==> config.mk <==
export PLATFORM = sky130hd
export DESIGN_NAME = div_iter_unit
export DESIGN_NICKNAME = d
export VERILOG_FILES = /design/src/rtl/div_iter_unit.sv
export SDC_FILE = /design/constraint.sdc
export NUM_CORES = 1
export LEC_CHECK = 0
export ABC_CLOCK_PERIOD_IN_PS = 13180
export BUFFER_PORTS_ARGS = -buffer_cell sky130_fd_sc_hd__buf_4
export CAP_MARGIN = 20
export CELL_PAD_IN_SITES_DETAIL_PLACEMENT = 0
export CELL_PAD_IN_SITES_GLOBAL_PLACEMENT = 1
export CORE_ASPECT_RATIO = 1.25
export CORE_MARGIN = 5
export CORE_UTILIZATION = 53
export CTS_BUF_LIST = sky130_fd_sc_hd__clkbuf_2 sky130_fd_sc_hd__clkbuf_4 sky130_fd_sc_hd__clkbuf_8
export DETAILED_ROUTE_END_ITERATION = 12
export PLACE_DENSITY = 0.95
export SYNTH_ARGS = -nofsm -noshare
export SYNTH_HDL_FRONTEND = slang
export SYNTH_SLANG_ARGS = --single-unit
==> constraint.sdc <==
create_clock -name clk -period 13.18 [get_ports clk]
set_input_delay 2.636 -clock clk [delete_from_list [all_inputs] [get_ports clk]]
set_output_delay 2.636 -clock clk [all_outputs]
set_load 0.02 [all_outputs]
==> src/rtl/div_iter_unit.sv <==
// Iterative restoring divider for RV32M/RV64M DIV/DIVU/REM/REMU.
// Retires BITS_PER_CYCLE quotient bits per cycle; trivial cases finish on a short path.
module div_iter_unit #(
  parameter int XLEN           = 32,
  parameter int BITS_PER_CYCLE = 1,
  parameter bit FAST_PATH      = 1'b1
) (
  input  logic            clk,
  input  logic            reset_n,
  input  logic            start_i,
  input  logic [1:0]      op_i,
  input  logic [XLEN-1:0] rs1_i,
  input  logic [XLEN-1:0] rs2_i,
  input  logic            kill_i,
  output logic            busy_o,
  output logic            done_o,
  output logic [XLEN-1:0] result_o
);

  localparam int NCYC = XLEN / BITS_PER_CYCLE;
  localparam int CW   = $clog2(NCYC + 1);
  localparam logic [CW-1:0]   CNT_LOAD = CW'(NCYC);
  localparam logic [CW-1:0]   CNT_ONE  = {{(CW-1){1'b0}}, 1'b1};
  localparam logic [XLEN-1:0] ONE      = {{(XLEN-1){1'b0}}, 1'b1};
  localparam logic [XLEN-1:0] MIN_INT  = {1'b1, {(XLEN-1){1'b0}}};
  localparam logic [XLEN-1:0] ALL_ONES = {XLEN{1'b1}};
  localparam logic [XLEN-1:0] ZERO     = {XLEN{1'b0}};

  if (!(BITS_PER_CYCLE == 1 || BITS_PER_CYCLE == 2 || BITS_PER_CYCLE == 4) ||
      (XLEN % BITS_PER_CYCLE) != 0) begin : g_bad_param
    $error("div_iter_unit: BITS_PER_CYCLE must be 1, 2 or 4 and divide XLEN");
  end

  typedef enum logic [1:0] {
    D_IDLE = 2'd0,
    D_INIT = 2'd1,
    D_CALC = 2'd2,
    D_SIGN = 2'd3
  } div_states_e;

  div_states_e     r_state;
  div_states_e     w_state_nxt;
  logic [1:0]      r_op;
  logic [XLEN-1:0] r_a;
  logic [XLEN-1:0] r_b;
  logic [XLEN-1:0] r_q;
  logic [XLEN-1:0] r_rem;
  logic [XLEN-1:0] r_dvs;
  logic [CW-1:0]   r_cnt;
  logic            r_neg_q;
  logic            r_neg_r;
  logic            r_special;
  logic [XLEN-1:0] r_result;
  logic            r_done;

  logic            w_signed;
  logic            w_a_neg;
  logic            w_b_neg;
  logic [XLEN-1:0] w_abs_a;
  logic [XLEN-1:0] w_abs_b;
  logic            w_b_zero;
  logic            w_ovf;
  logic            w_fast;
  logic            w_short;
  logic [XLEN-1:0] w_sel_q;
  logic [XLEN-1:0] w_sel_r;
  logic [XLEN-1:0] w_result;

  // Operand classification, evaluated while in D_INIT on the captured operands
  assign w_signed = ~r_op[0];
  assign w_a_neg  = w_signed & r_a[XLEN-1];
  assign w_b_neg  = w_signed & r_b[XLEN-1];
  assign w_abs_a  = w_a_neg ? (~r_a + ONE) : r_a;
  assign w_abs_b  = w_b_neg ? (~r_b + ONE) : r_b;
  assign w_b_zero = (r_b == ZERO);
  assign w_ovf    = w_signed & (r_a == MIN_INT) & (r_b == ALL_ONES);
  assign w_fast   = FAST_PATH & (w_abs_a < w_abs_b);
  assign w_short  = w_b_zero | w_ovf | w_fast;

  logic [BITS_PER_CYCLE:0][XLEN-1:0] w_rem_a;
  logic [BITS_PER_CYCLE:0][XLEN-1:0] w_q_a;

  assign w_rem_a[0] = r_rem;
  assign w_q_a[0]   = r_q;

  // Chained restoring steps; the top bit of the XLEN+1-bit difference is the borrow
  for (genvar g = 0; g < BITS_PER_CYCLE; g++) begin : g_step
    logic [XLEN:0] w_sh;
    logic [XLEN:0] w_diff;
    assign w_sh         = {w_rem_a[g], w_q_a[g][XLEN-1]};
    assign w_diff       = w_sh - {1'b0, r_dvs};
    assign w_rem_a[g+1] = w_diff[XLEN] ? w_sh[XLEN-1:0] : w_diff[XLEN-1:0];
    assign w_q_a[g+1]   = {w_q_a[g][XLEN-2:0], ~w_diff[XLEN]};
  end

  // State register
  always_ff @(posedge clk or negedge reset_n) begin
    if (!reset_n) begin
      r_state <= D_IDLE;
    end else begin
      r_state <= w_state_nxt;
    end
  end

  // Next-state logic; kill overrides every transition
  always_comb begin
    w_state_nxt = r_state;
    case (r_state)
      D_IDLE: begin
        if (start_i) begin
          w_state_nxt = D_INIT;
        end else begin
          w_state_nxt = D_IDLE;
        end
      end
      D_INIT: begin
        if (w_short) begin
          w_state_nxt = D_SIGN;
        end else begin
          w_state_nxt = D_CALC;
        end
      end
      D_CALC: begin
        if (r_cnt == CNT_ONE) begin
          w_state_nxt = D_SIGN;
        end else begin
          w_state_nxt = D_CALC;
        end
      end
      D_SIGN:  w_state_nxt = D_IDLE;
      default: w_state_nxt = D_IDLE;
    endcase
    if (kill_i) begin
      w_state_nxt = D_IDLE;
    end else begin
      w_state_nxt = w_state_nxt;
    end
  end

  // Sign fix-up; special-case values are already final
  always_comb begin
    w_sel_q = r_q;
    w_sel_r = r_rem;
    if (r_neg_q && !r_special) begin
      w_sel_q = ~r_q + ONE;
    end else begin
      w_sel_q = r_q;
    end
    if (r_neg_r && !r_special) begin
      w_sel_r = ~r_rem + ONE;
    end else begin
      w_sel_r = r_rem;
    end
    if (r_op[1]) begin
      w_result = w_sel_r;
    end else begin
      w_result = w_sel_q;
    end
  end

  // Datapath: capture, initialise, iterate, publish
  always_ff @(posedge clk or negedge reset_n) begin
    if (!reset_n) begin
      r_op      <= 2'b00;
      r_a       <= ZERO;
      r_b       <= ZERO;
      r_q       <= ZERO;
      r_rem     <= ZERO;
      r_dvs     <= ZERO;
      r_cnt     <= {CW{1'b0}};
      r_neg_q   <= 1'b0;
      r_neg_r   <= 1'b0;
      r_special <= 1'b0;
      r_result  <= ZERO;
      r_done    <= 1'b0;
    end else begin
      r_done <= (r_state == D_SIGN) & ~kill_i;
      case (r_state)
        D_IDLE: begin
          if (start_i && !kill_i) begin
            r_op <= op_i;
            r_a  <= rs1_i;
            r_b  <= rs2_i;
          end
        end
        D_INIT: begin
          r_dvs     <= w_abs_b;
          r_cnt     <= CNT_LOAD;
          r_neg_q   <= w_a_neg ^ w_b_neg;
          r_neg_r   <= w_a_neg;
          r_special <= w_b_zero | w_ovf;
          if (w_b_zero) begin
            r_q   <= ALL_ONES;
            r_rem <= r_a;
          end else if (w_ovf) begin
            r_q   <= MIN_INT;
            r_rem <= ZERO;
          end else if (w_fast) begin
            r_q   <= ZERO;
            r_rem <= w_abs_a;
          end else begin
            r_q   <= w_abs_a;
            r_rem <= ZERO;
          end
        end
        D_CALC: begin
          r_q   <= w_q_a[BITS_PER_CYCLE];
          r_rem <= w_rem_a[BITS_PER_CYCLE];
          r_cnt <= r_cnt - CNT_ONE;
        end
        D_SIGN: begin
          if (!kill_i) begin
            r_result <= w_result;
          end
        end
        default: ;
      endcase
    end
  end

  assign busy_o   = (r_state != D_IDLE);
  assign done_o   = r_done;
  assign result_o = r_result;

endmodule
-- Word-level counts from Yosys, hierarchy flattened
Index checks and enable logic that the tools add are counted.
- register bits after elaboration: 206
- input bits: 70
- output and inout bits: 34
- word-level logic and storage cells: 72
- add/sub/neg operators: 6
- magnitude comparators: 1
- eq/ne operators: 6
- muxes and demuxes: 20
- bitwise logic cells: 15
- reductions and logical operators: 11
- operator list (operator ; count):
    two-way mux 32 bit ; 12
    adder 32 x 1 -> 32 bit, second input constant ; 4
    NOT 32 bit ; 4
    case mux 32 bit (2 select lines) ; 2
    equality test 32 bit, second input constant ; 2
    subtractor 33 x 32 -> 33 bit ; 1
    zero test 32 bit ; 1
    less-than comparator 32 bit ; 1
    case mux 6 bit (2 select lines) ; 1
    case mux 2 bit (4 select lines) ; 1
    equality test 6 x 1 -> 1 bit, second input constant ; 1
    subtractor 6 x 1 -> 6 bit, second input constant ; 1
    AND 1 bit ; 5
    equality test 2 bit, second input constant ; 2
    AND reduction 2 bit ; 2
    nonzero test 2 bit ; 2
    logical AND 1 bit ; 3
    two-way mux 1 bit ; 3
    NOT 1 bit ; 3
    equality test 2 x 1 -> 1 bit, second input constant ; 1
    zero test 1 bit ; 2
    zero test 2 bit ; 1
    two-way mux 2 bit ; 1
    bitwise OR 1 bit ; 2
    bitwise XOR 1 bit ; 1

-- Logic depth before layout (Yosys ltp)
Gate-level depths: netlist (run 1).
- word-level depth: 8
- gate-level depth with buffers: 20
- depth with buffers taken out: 18

-- Worst setup path after synthesis (run 1)
No wires, ideal clock.
- path type: flip-flop to flip-flop
- from: register r_a[0]
- to: register r_state[0]
- library setup time: 104 ps
- data arrival time: 4276 ps
- data required time: 13076 ps
- path slack: 8800 ps
- cell stages (with the launch flop): 20
- path buffers: 2
- clock period less this slack: 4380 ps
- cell sequence: dfrtp_1 inv_1 ha_1 or3b_1 or4_4 nor3b_4 nand2_2 o41ai_2 xor2_1 inv_1 ha_1 a21o_1 a21o_1 a211oi_1 o211a_1 and2_1 clkbuf_1 clkbuf_1 o21ai_1 a221oi_1
- longest elaborated chain between the ends: 8
- elaborated cells on any way between the ends: 12
- those cells by class: add/sub (1); order compare (1); eq/ne (1); mux (4); bitwise (5)
- ends and longest elaborated chain (element ; line ; text):
    start, declared ; 44 ; logic [XLEN-1:0] r_a;
    start signal, assigned ; 182 ; r_a <= rs1_i;
    NOT 32 bit or equality test 32 bit (tied branches) ; 73, 76 ;
    adder 32 x 1 -> 32 bit or AND 1 bit (tied branches) ; 73, 76 ;
    two-way mux 32 bit or AND 1 bit (tied branches) ; 73, 76 ;
    less-than comparator 32 bit or bitwise OR 1 bit (tied branches) ; 77, 78 ;
    bitwise OR 1 bit * ; 78 ; assign w_short = w_b_zero | w_ovf | w_fast;
    two-way mux 1 bit * ; 117 ; if (w_short) begin
    case mux 2 bit (4 select lines) * ; 108 ; case (r_state)
    two-way mux 2 bit * ; 133 ; if (kill_i) begin
    net w_state_nxt[0] ; 42 ; div_states_e w_state_nxt;
    end signal, assigned ; 101 ; r_state <= w_state_nxt;
    end, declared ; 41 ; div_states_e r_state;
The timed path passes the listed nets; every way through them passes the cells marked *.
A chain may end at the register's enable or synchronous reset.

-- Worst setup path in the final report (run 1)
- from: register r_a[0]
- to: register r_rem[14]
- longest elaborated chain between the ends: 8
- elaborated cells on any way between the ends: 11
- those cells by class: add/sub (1); order compare (1); eq/ne (1); mux (5); bitwise (3)
- ends and longest elaborated chain (element ; line ; text):
    NOT 32 bit ; 73 ; assign w_abs_a = w_a_neg ? (~r_a + ONE) : r_a;
    adder 32 x 1 -> 32 bit ; 73 ;
    two-way mux 32 bit ; 73 ;
    less-than comparator 32 bit ; 77 ; assign w_fast = FAST_PATH & (w_abs_a < w_abs_b);
    two-way mux 32 bit ; 198 ; end else if (w_fast) begin
    two-way mux 32 bit * ; 195 ; end else if (w_ovf) begin
    two-way mux 32 bit * ; 192 ; if (w_b_zero) begin
    case mux 32 bit (2 select lines) * ; 178 ; case (r_state)
    end signal, assigned ; 194 ; r_rem <= r_a;
    end signal, assigned ; 200 ; r_rem <= w_abs_a;
    end signal, assigned ; 208 ; r_rem <= w_rem_a[BITS_PER_CYCLE];
    end, declared ; 47 ; logic [XLEN-1:0] r_rem;
Every way passes the cells marked *; elsewhere a longest branch is shown, timed or not.

==> impl_metrics.csv, run 1 <==
group,metric,value,unit
global_routing,antenna_found_initial,0,
timing,skew,0.01919,ns
placed_design,place_congestion,0.9212,
synth,ys_async_sr_fraction,1.000,
timing,slew_headroom,0.3357,
timing,rsz0062_at_grt,"false",
global_routing,grt_pass1_vias,12310,
flow_run,max-cap-violations,0,
synth,synth.net_count,1738,
synth,synthTopCellsByArea,"dfrtp_1 36%, ha_1 6.5%, mux2_2 5.6%, xnor2_1 4.5%, a21oi_1 4.3%",
clock_tree,htreeDepth,2,
drt,drcViolationCount,0,
setup_path,crit_path_start_kind,"flop",
synth,netlist_area,14310,um^2
timing,fin_crit,5.510,ns
die,rows,67,
cells_and_area,fillers,2414,
global_routing,grt_max_degree,76,
cells_and_area,final_cell_mix,"206 x dfrtp_1, 139 x nor2_1, 122 x a21oi_1",
synth,yosys_register_bits,206,
setup_path,worst-path-max-fanout,18,
drt,viasPerCell,6.127,
drt,wl_per_cell,20.16,um
die,core_area,26740,um^2
clock_tree,clk_path_buf_depth,3,
synth,synth_edf_count,0,
drt,ant_nets,0,
clock_tree,clk_pin_slew,0.06,ns
placed_design,hpwl,31.10,mm
die,io_pins,104,
cells_and_area,n_antenna_cell,0,
setup_path,r2r_start,"r_a[0]",
clock_tree,hold_buffers,0,
synth,netlist_instances,1593,
setup_path,endpoint_kind,"flop",
global_routing,grt.total_usage,0.2636,
setup_path,crit_start,"r_a[0]",
timing,fin_tns_setup,0,ns
timing,maxSlewViolCount,0,
setup_path,path_class,"reg2reg",
cells_and_area,drive_gt1_frac,0.1697,
timing,period_share,0.4180,
clock_tree,post_cts_resized,0,
timing,finalSetupViolCount,0,
die,die_y,193.7,um
clock_tree,cts_sinks,206,
cells_and_area,layout_commonest_cell,"dfrtp_1",
clock_tree,cts_tree,"built",
cells_and_area,syn2layout_area_growth,12.29,%
synth,synth-main-ff-cell,"dfrtp_1",
synth,ys_seq_area_frac,0.3601,
global_routing,grt_pass1_wl,65.12,mm
clock_tree,cts_buffers,36,
cells_and_area,regArea,5155,um^2
die,initial_core_util,0.5353,
drt,vias,12440,
setup_path,crit_arrival,5.93,ns
synth,syn_area_per_cell,8.986,um^2
drt,drt_wl_total,40.93,mm
synth,yosysWarnings,0,
setup_path,required,13.60,ns
timing,report.final.hold_viol_count,0,
synth,yosysTopAreaCell,"dfrtp_1",
clock_tree,cts_setup_buffers,0,
drt,dr.pass1.iters,6,
clock_tree,clock_latency,0.54,ns
die,dieArea,30420,um^2
timing,worst_pin_slew,0.9964,ns
drt,drtIter0Drc,803,
timing,worst_hold_slack,0.4764,ns
synth,synth_top_area_share,0.3601,
clock_tree,clk_root_buffer_cell,"clkbuf_8",
cells_and_area,fin_nets,1806,
timing,max_freq,181.5,MHz
hold_path,holdCritPathClass,"reg2reg",
placed_design,portBuffers,103,
run_status,status,"complete, no violations",
die,die_w,157.0,um
global_routing,overflow,0,
synth,synth.distinct_cells,77,
hold_path,hold_start,"result_o[11]",
cells_and_area,multi_input_area,8436,um^2
[state kept, by name, indices dropped and copies added (netlist names)]
signal     count
r_special      1
r_rem         32
done_o         1
r_dvs         32
r_neg_q        1
result_o      32
r_neg_r        1
r_b           32
r_q           32
r_cnt          6
r_op           2
r_a           32
r_state        2
[cells in the mapped netlist (all sizes together), types with 13 or more instances]
master,count
ha,74
o221ai,18
or4,13
a31oi,33
xnor2,73
a21oi,122
nor2,139
xor2,65
a22oi,26
o21ai,115
dfrtp,206
or3,30
nand2b,18
o41ai,13
a311oi,13
mux2,71
a21o,14
nand3,14
buf,18
nand4,21
inv,97
nand2,96
nor4,21
a221o,15
clkbuf,72
mux2i,20
o31ai,33
nor3,29
[layout make-up]
cell class / instances / area share
flip-flops and latches: 206 / 0.3207
repair buffers: 120 / 0.05643
well taps: 345 / 0.02685
multi-input cells: 1200 / 0.5248
clock buffers: 56 / 0.04328
inverters: 97 / 0.02265
clock inverters: 6 / 0.005293
[logic make-up after synthesis]
group | after synthesis | share of synthesized area
adders and majority gates | 75 | 0.06608
buffers and inverters | 187 | 0.05104
DFF | 206 | 0.3601
xor gates and xnor gates | 138 | 0.08443
AOI/OAI and AO/OA | 473 | 0.2179
and+or+nand+nor | 423 | 0.1506
muxes | 91 | 0.06984
[worst max-delay path, stage by stage, from the launching register on]
cell	delay, ns
dfrtp_1	0.43
inv_1	0.11
ha_1	0.16
or3b_1	0.40
or4_4	0.48
nor3b_4	0.34
nand2_2	0.13
o41ai_2	0.32
xor2_1	0.30
inv_1	0.09
ha_1	0.27
nand4_1	0.12
nor4_1	0.10
a221oi_1	0.27
o211a_1	0.23
and2_1	0.54
nand3_1	0.64
o221ai_1	0.43
[metrics by stage]
step / utilization / area, um^2 / setup slack, ns / cells
after floorplan: - / 14320 / 8.800 / 1593
after global placement: 0.5719 / 15290 / 7.847 / 1968
after detailed placement: 0.5719 / 15290 / 7.748 / 1968
after CTS: 0.6011 / 16070 / 7.721 / 2030
after global routing: 0.6011 / 16070 / 7.214 / 2030
final: 0.6011 / 16070 / 7.671 / 2030
[routing by layer]
metal  global-route usage  routed length, um  share of wire
met1               0.3685              18220           0.45
met2               0.4211              18830           0.46
met3              0.04153               2785          0.068
met4              0.08135               1102          0.027
met5                    0                  0              0
[worst paths after layout]
check	end	slack (ns)	depth (start not counted)
setup / recovery	r_rem[14]	7.67	17
hold / removal	result_o[11]	0.48	2
setup reg to reg	r_rem[14]	7.67	17
hold reg to reg	result_o[11]	0.48	2
max in group asynchronous	r_a[16]	8.87	3
min in group asynchronous	result_o[29]	2.12	1
Power of run 1 is left out: the tool's default activity adds up to more than one toggle a clock period on the data nets, which glitch-free logic cannot reach.
==> run 2, diff against run 1 <==
ABC_AREA = 1   (was default)
ABC_CLOCK_PERIOD_IN_PS = 5300   (was 13180)
CORE_UTILIZATION = 45   (was 53)
PLACE_DENSITY = 0.94   (was 0.95)
clock period = 5.3 ns   (was 13.18 ns; I/O delays follow)
==> run 2 against run 1 <==
Compared with the run above: area after synthesis is 17% higher; final cell count increased by 59%; die area grew 36%; global-route usage up 5.4 points; maximum frequency increased by 31%; sequential cell count did not move; routed wire length up 63%; largest cell class unchanged; non-clock buffer count grew 10; worst setup slack lost 6.6 ns.
==> impl_metrics.csv, run 2 <==
group,metric,value,unit
clock_tree,cts_tree,"built",
clock_tree,clk_root_buffer_cell,"clkbuf_8",
global_routing,grt_max_degree,111,
synth,netlist_instances,2636,
timing,max_freq,238.3,MHz
clock_tree,cts_buffers,37,
synth,synth_edf_count,0,
cells_and_area,layout_commonest_cell,"nand2_1",
clock_tree,clock_latency,0.56,ns
synth,yosys_register_bits,206,
cells_and_area,multi_input_area,9877,um^2
die,io_pins,104,
clock_tree,cts_sinks,206,
setup_path,endpoint_kind,"flop",
synth,synth_top_family_by_area,"simple AND/OR/NAND/NOR gates",
synth,synth.distinct_cells,50,
clock_tree,clk_path_buf_depth,3,
timing,maxSlewViolCount,0,
pwr,ir_worst_vdd,0.3222,mV
placed_design,hpwl,53.76,mm
drt,drtIter0Drc,1608,
pwr,p_total,13.20,mW
drt,dr.pass1.iters,6,
synth,synthXorXnorAreaFrac,0.03542,
drt,vias,17680,
global_routing,antenna_found_initial,0,
timing,finalSetupViolCount,0,
timing,period_share,0.7919,
synth,muxShareOfSynthArea,0.004688,
run_status,status,"complete, no violations",
global_routing,grt_pass1_wl,100.8,mm
clock_tree,clk_pin_slew,0.06,ns
synth,synthTopCellsByArea,"dfrtp_1 31%, nand2_1 18%, inv_1 8.1%, nand3_1 6.3%, nor2_1 6.2%",
die,rows,79,
die,initial_core_util,0.4537,
setup_path,worst-path-max-fanout,12,
synth,synth_top_area_share,0.3065,
placed_design,place_congestion,1.015,
setup_path,ff2ff_path_depth,19,
synth,synth-main-ff-cell,"dfrtp_1",
cells_and_area,regArea,5155,um^2
synth,synth_fa_ha_area_frac,0.05625,
timing,fin_crit,4.197,ns
hold_path,holdCritPathClass,"reg2reg",
timing,report.final.hold_viol_count,0,
clock_tree,post_cts_resized,0,
drt,drt_wl_total,66.82,mm
cells_and_area,final_cell_mix,"799 x nand2_1, 364 x inv_1, 274 x nor2_1",
synth,yosysWarnings,0,
cells_and_area,fin_nets,2865,
pwr,powerDensity,697.8,nW/um^2
synth,ys_seq_area_frac,0.3065,
pwr,leakagePower,9.982,nW
die,die_y,226.1,um
setup_path,regToRegEndpoint,"r_rem[31]",
timing,slew_headroom,0.3305,
die,dieArea,41360,um^2
setup_path,crit_path_start_kind,"flop",
drt,viasPerCell,5.472,
die,die_w,182.9,um
synth,yosysTopAreaCell,"dfrtp_1",
cells_and_area,syn2layout_area_growth,12.51,%
hold_path,hold_start,"result_o[16]",
synth,syn_area_per_cell,6.379,um^2
timing,fin_tns_setup,0,ns
synth,netlist_area,16820,um^2
cells_and_area,drive_gt1_frac,0.1049,
drt,wl_per_cell,20.67,um
placed_design,portBuffers,103,
setup_path,crit_arrival,4.70,ns
synth,ys_async_sr_fraction,1.000,
global_routing,grt.total_usage,0.3176,
drt,drcViolationCount,0,
die,core_area,37070,um^2
clock_tree,htreeDepth,2,
global_routing,grt_pass1_vias,16960,
synth,ys_top_cells_by_count,"799 x nand2_1, 364 x inv_1, 277 x nor2_1",
synth,synth.net_count,2781,
timing,rsz0062_at_grt,"false",
setup_path,required,5.80,ns
synth,synth_compound_area_frac,0.1170,
hold_path,hold_depth,2,
clock_tree,hold_buffers,0,
synth,synth-simple-area-share,0.3728,
cells_and_area,fillers,3846,
setup_path,r2r_setup_slack,1.10,ns
drt,ant_nets,0,
flow_run,max-cap-violations,0,
global_routing,overflow,0,
synth,synth_most_common_cell,"nand2_1",
clock_tree,cts_setup_buffers,0,
setup_path,path_class,"reg2reg",
hold_path,hold_path_end,"result_o[16]",
timing,skew,0.03798,ns
timing,worst_pin_slew,1.003,ns
cells_and_area,n_antenna_cell,0,
setup_path,r2r_start,"r_b[0]",
-- run 2: cell types whose count changed after synthesis, sizes merged, moves of 30 or more --
cell   change
xnor2     -60
a21oi     +31
nand3    +210
inv      +279
o21ai     +39
o31ai     -32
nand2    +729
mux2      -64
nor2     +156
or3       -30
-- run 2: logic make-up (layout without fill, tap and decap cells) --
kind of cell | Yosys count | count (layout)
AND/OR/NAND/NOR | 1449 | 1449
XOR/XNOR | 68 | 68
adder cells (fa/ha/maj) | 75 | 75
flip-flops | 206 | 206
AO/OA/AOI/OAI | 369 | 369
multiplexers | 7 | 7
buffers and inverters | 462 | 572
-- run 2: where the power goes --
group	leakage, nW	internal (mW)	switching (mW)
Clock	0.445	1.00	0.708
Combinational	7.04	2.61	5.96
Sequential	2.50	2.17	0.746
Total	9.98	5.79	7.42
-- run 2: worst max-delay path by stage --
stage / endpoint / cells after the start / start
after detailed placement: r_rem[13] / 20 / r_b[0]
after CTS: r_rem[19] / 20 / r_b[0]
after floorplan: r_rem[11] / 21 / r_b[2]
after global routing: r_rem[19] / 20 / r_b[0]
after global placement: r_rem[19] / 20 / r_b[0]
final: r_rem[31] / 19 / r_b[0]
-- run 2: final cells by class --
type                            instances  area share
Inverter                              377     0.07479
Multi-Input combinational cell       1968      0.5220
Timing Repair Buffer                  130     0.05423
Clock inverter                          6    0.004431
Clock buffer                           59     0.03994
Tap cell                              486     0.03214
Sequential cell                       206      0.2725
-- run 2: per-layer routing --
| layer | vias up | wire (um) | share of wire | track usage |
|---|---|---|---|---|
| met5 | - | 0 | 0 | 0 |
| met4 | 0 | 3698 | 0.055 | 0.1469 |
| met3 | 170 | 4451 | 0.067 | 0.04479 |
| met2 | 749 | 30800 | 0.46 | 0.5176 |
| met1 | 8180 | 27870 | 0.42 | 0.4193 |
| li1 | 8585 | - | - | - |
-- run 2: critical path, stage by stage (launching register included) --
cell     delay [ns]
dfrtp_1        0.44
inv_1          0.17
nand3_1        0.13
nor2_1         0.27
nand3_1        0.19
nor3_1         0.39
nand3_1        0.12
nand2_1        0.13
xor2_1         0.29
inv_1          0.09
ha_1           0.33
a21oi_1        0.13
o21ai_1        0.07
a21o_1         0.16
nor2_1         0.20
buf_4          0.24
nand3_1        0.18
o21ai_0        0.38
nand2_1        0.11
nand3_1        0.08
-- run 2: per-stage QoR --
| step | setup WS (ns) | utilization | instance area, um^2 | hold WS, ns | cells |
|---|---|---|---|---|---|
| 6_report | 1.103 | 0.5104 | 18920 | 0.4839 | 3232 |
| 5_1_grt | 0.7105 | 0.5104 | 18920 | 0.5114 | 3232 |
| 4_1_cts | 1.145 | 0.5097 | 18890 | 0.4865 | 3230 |
| 3_5_place_dp | 1.207 | 0.4871 | 18050 | 0.4707 | 3165 |
| 3_3_place_gp | 1.169 | 0.4863 | 18030 | 0.4669 | 3164 |
| 2_1_floorplan | 2.233 | - | 16820 | 0.4489 | 2636 |
(Power assumes the default switching activity.)
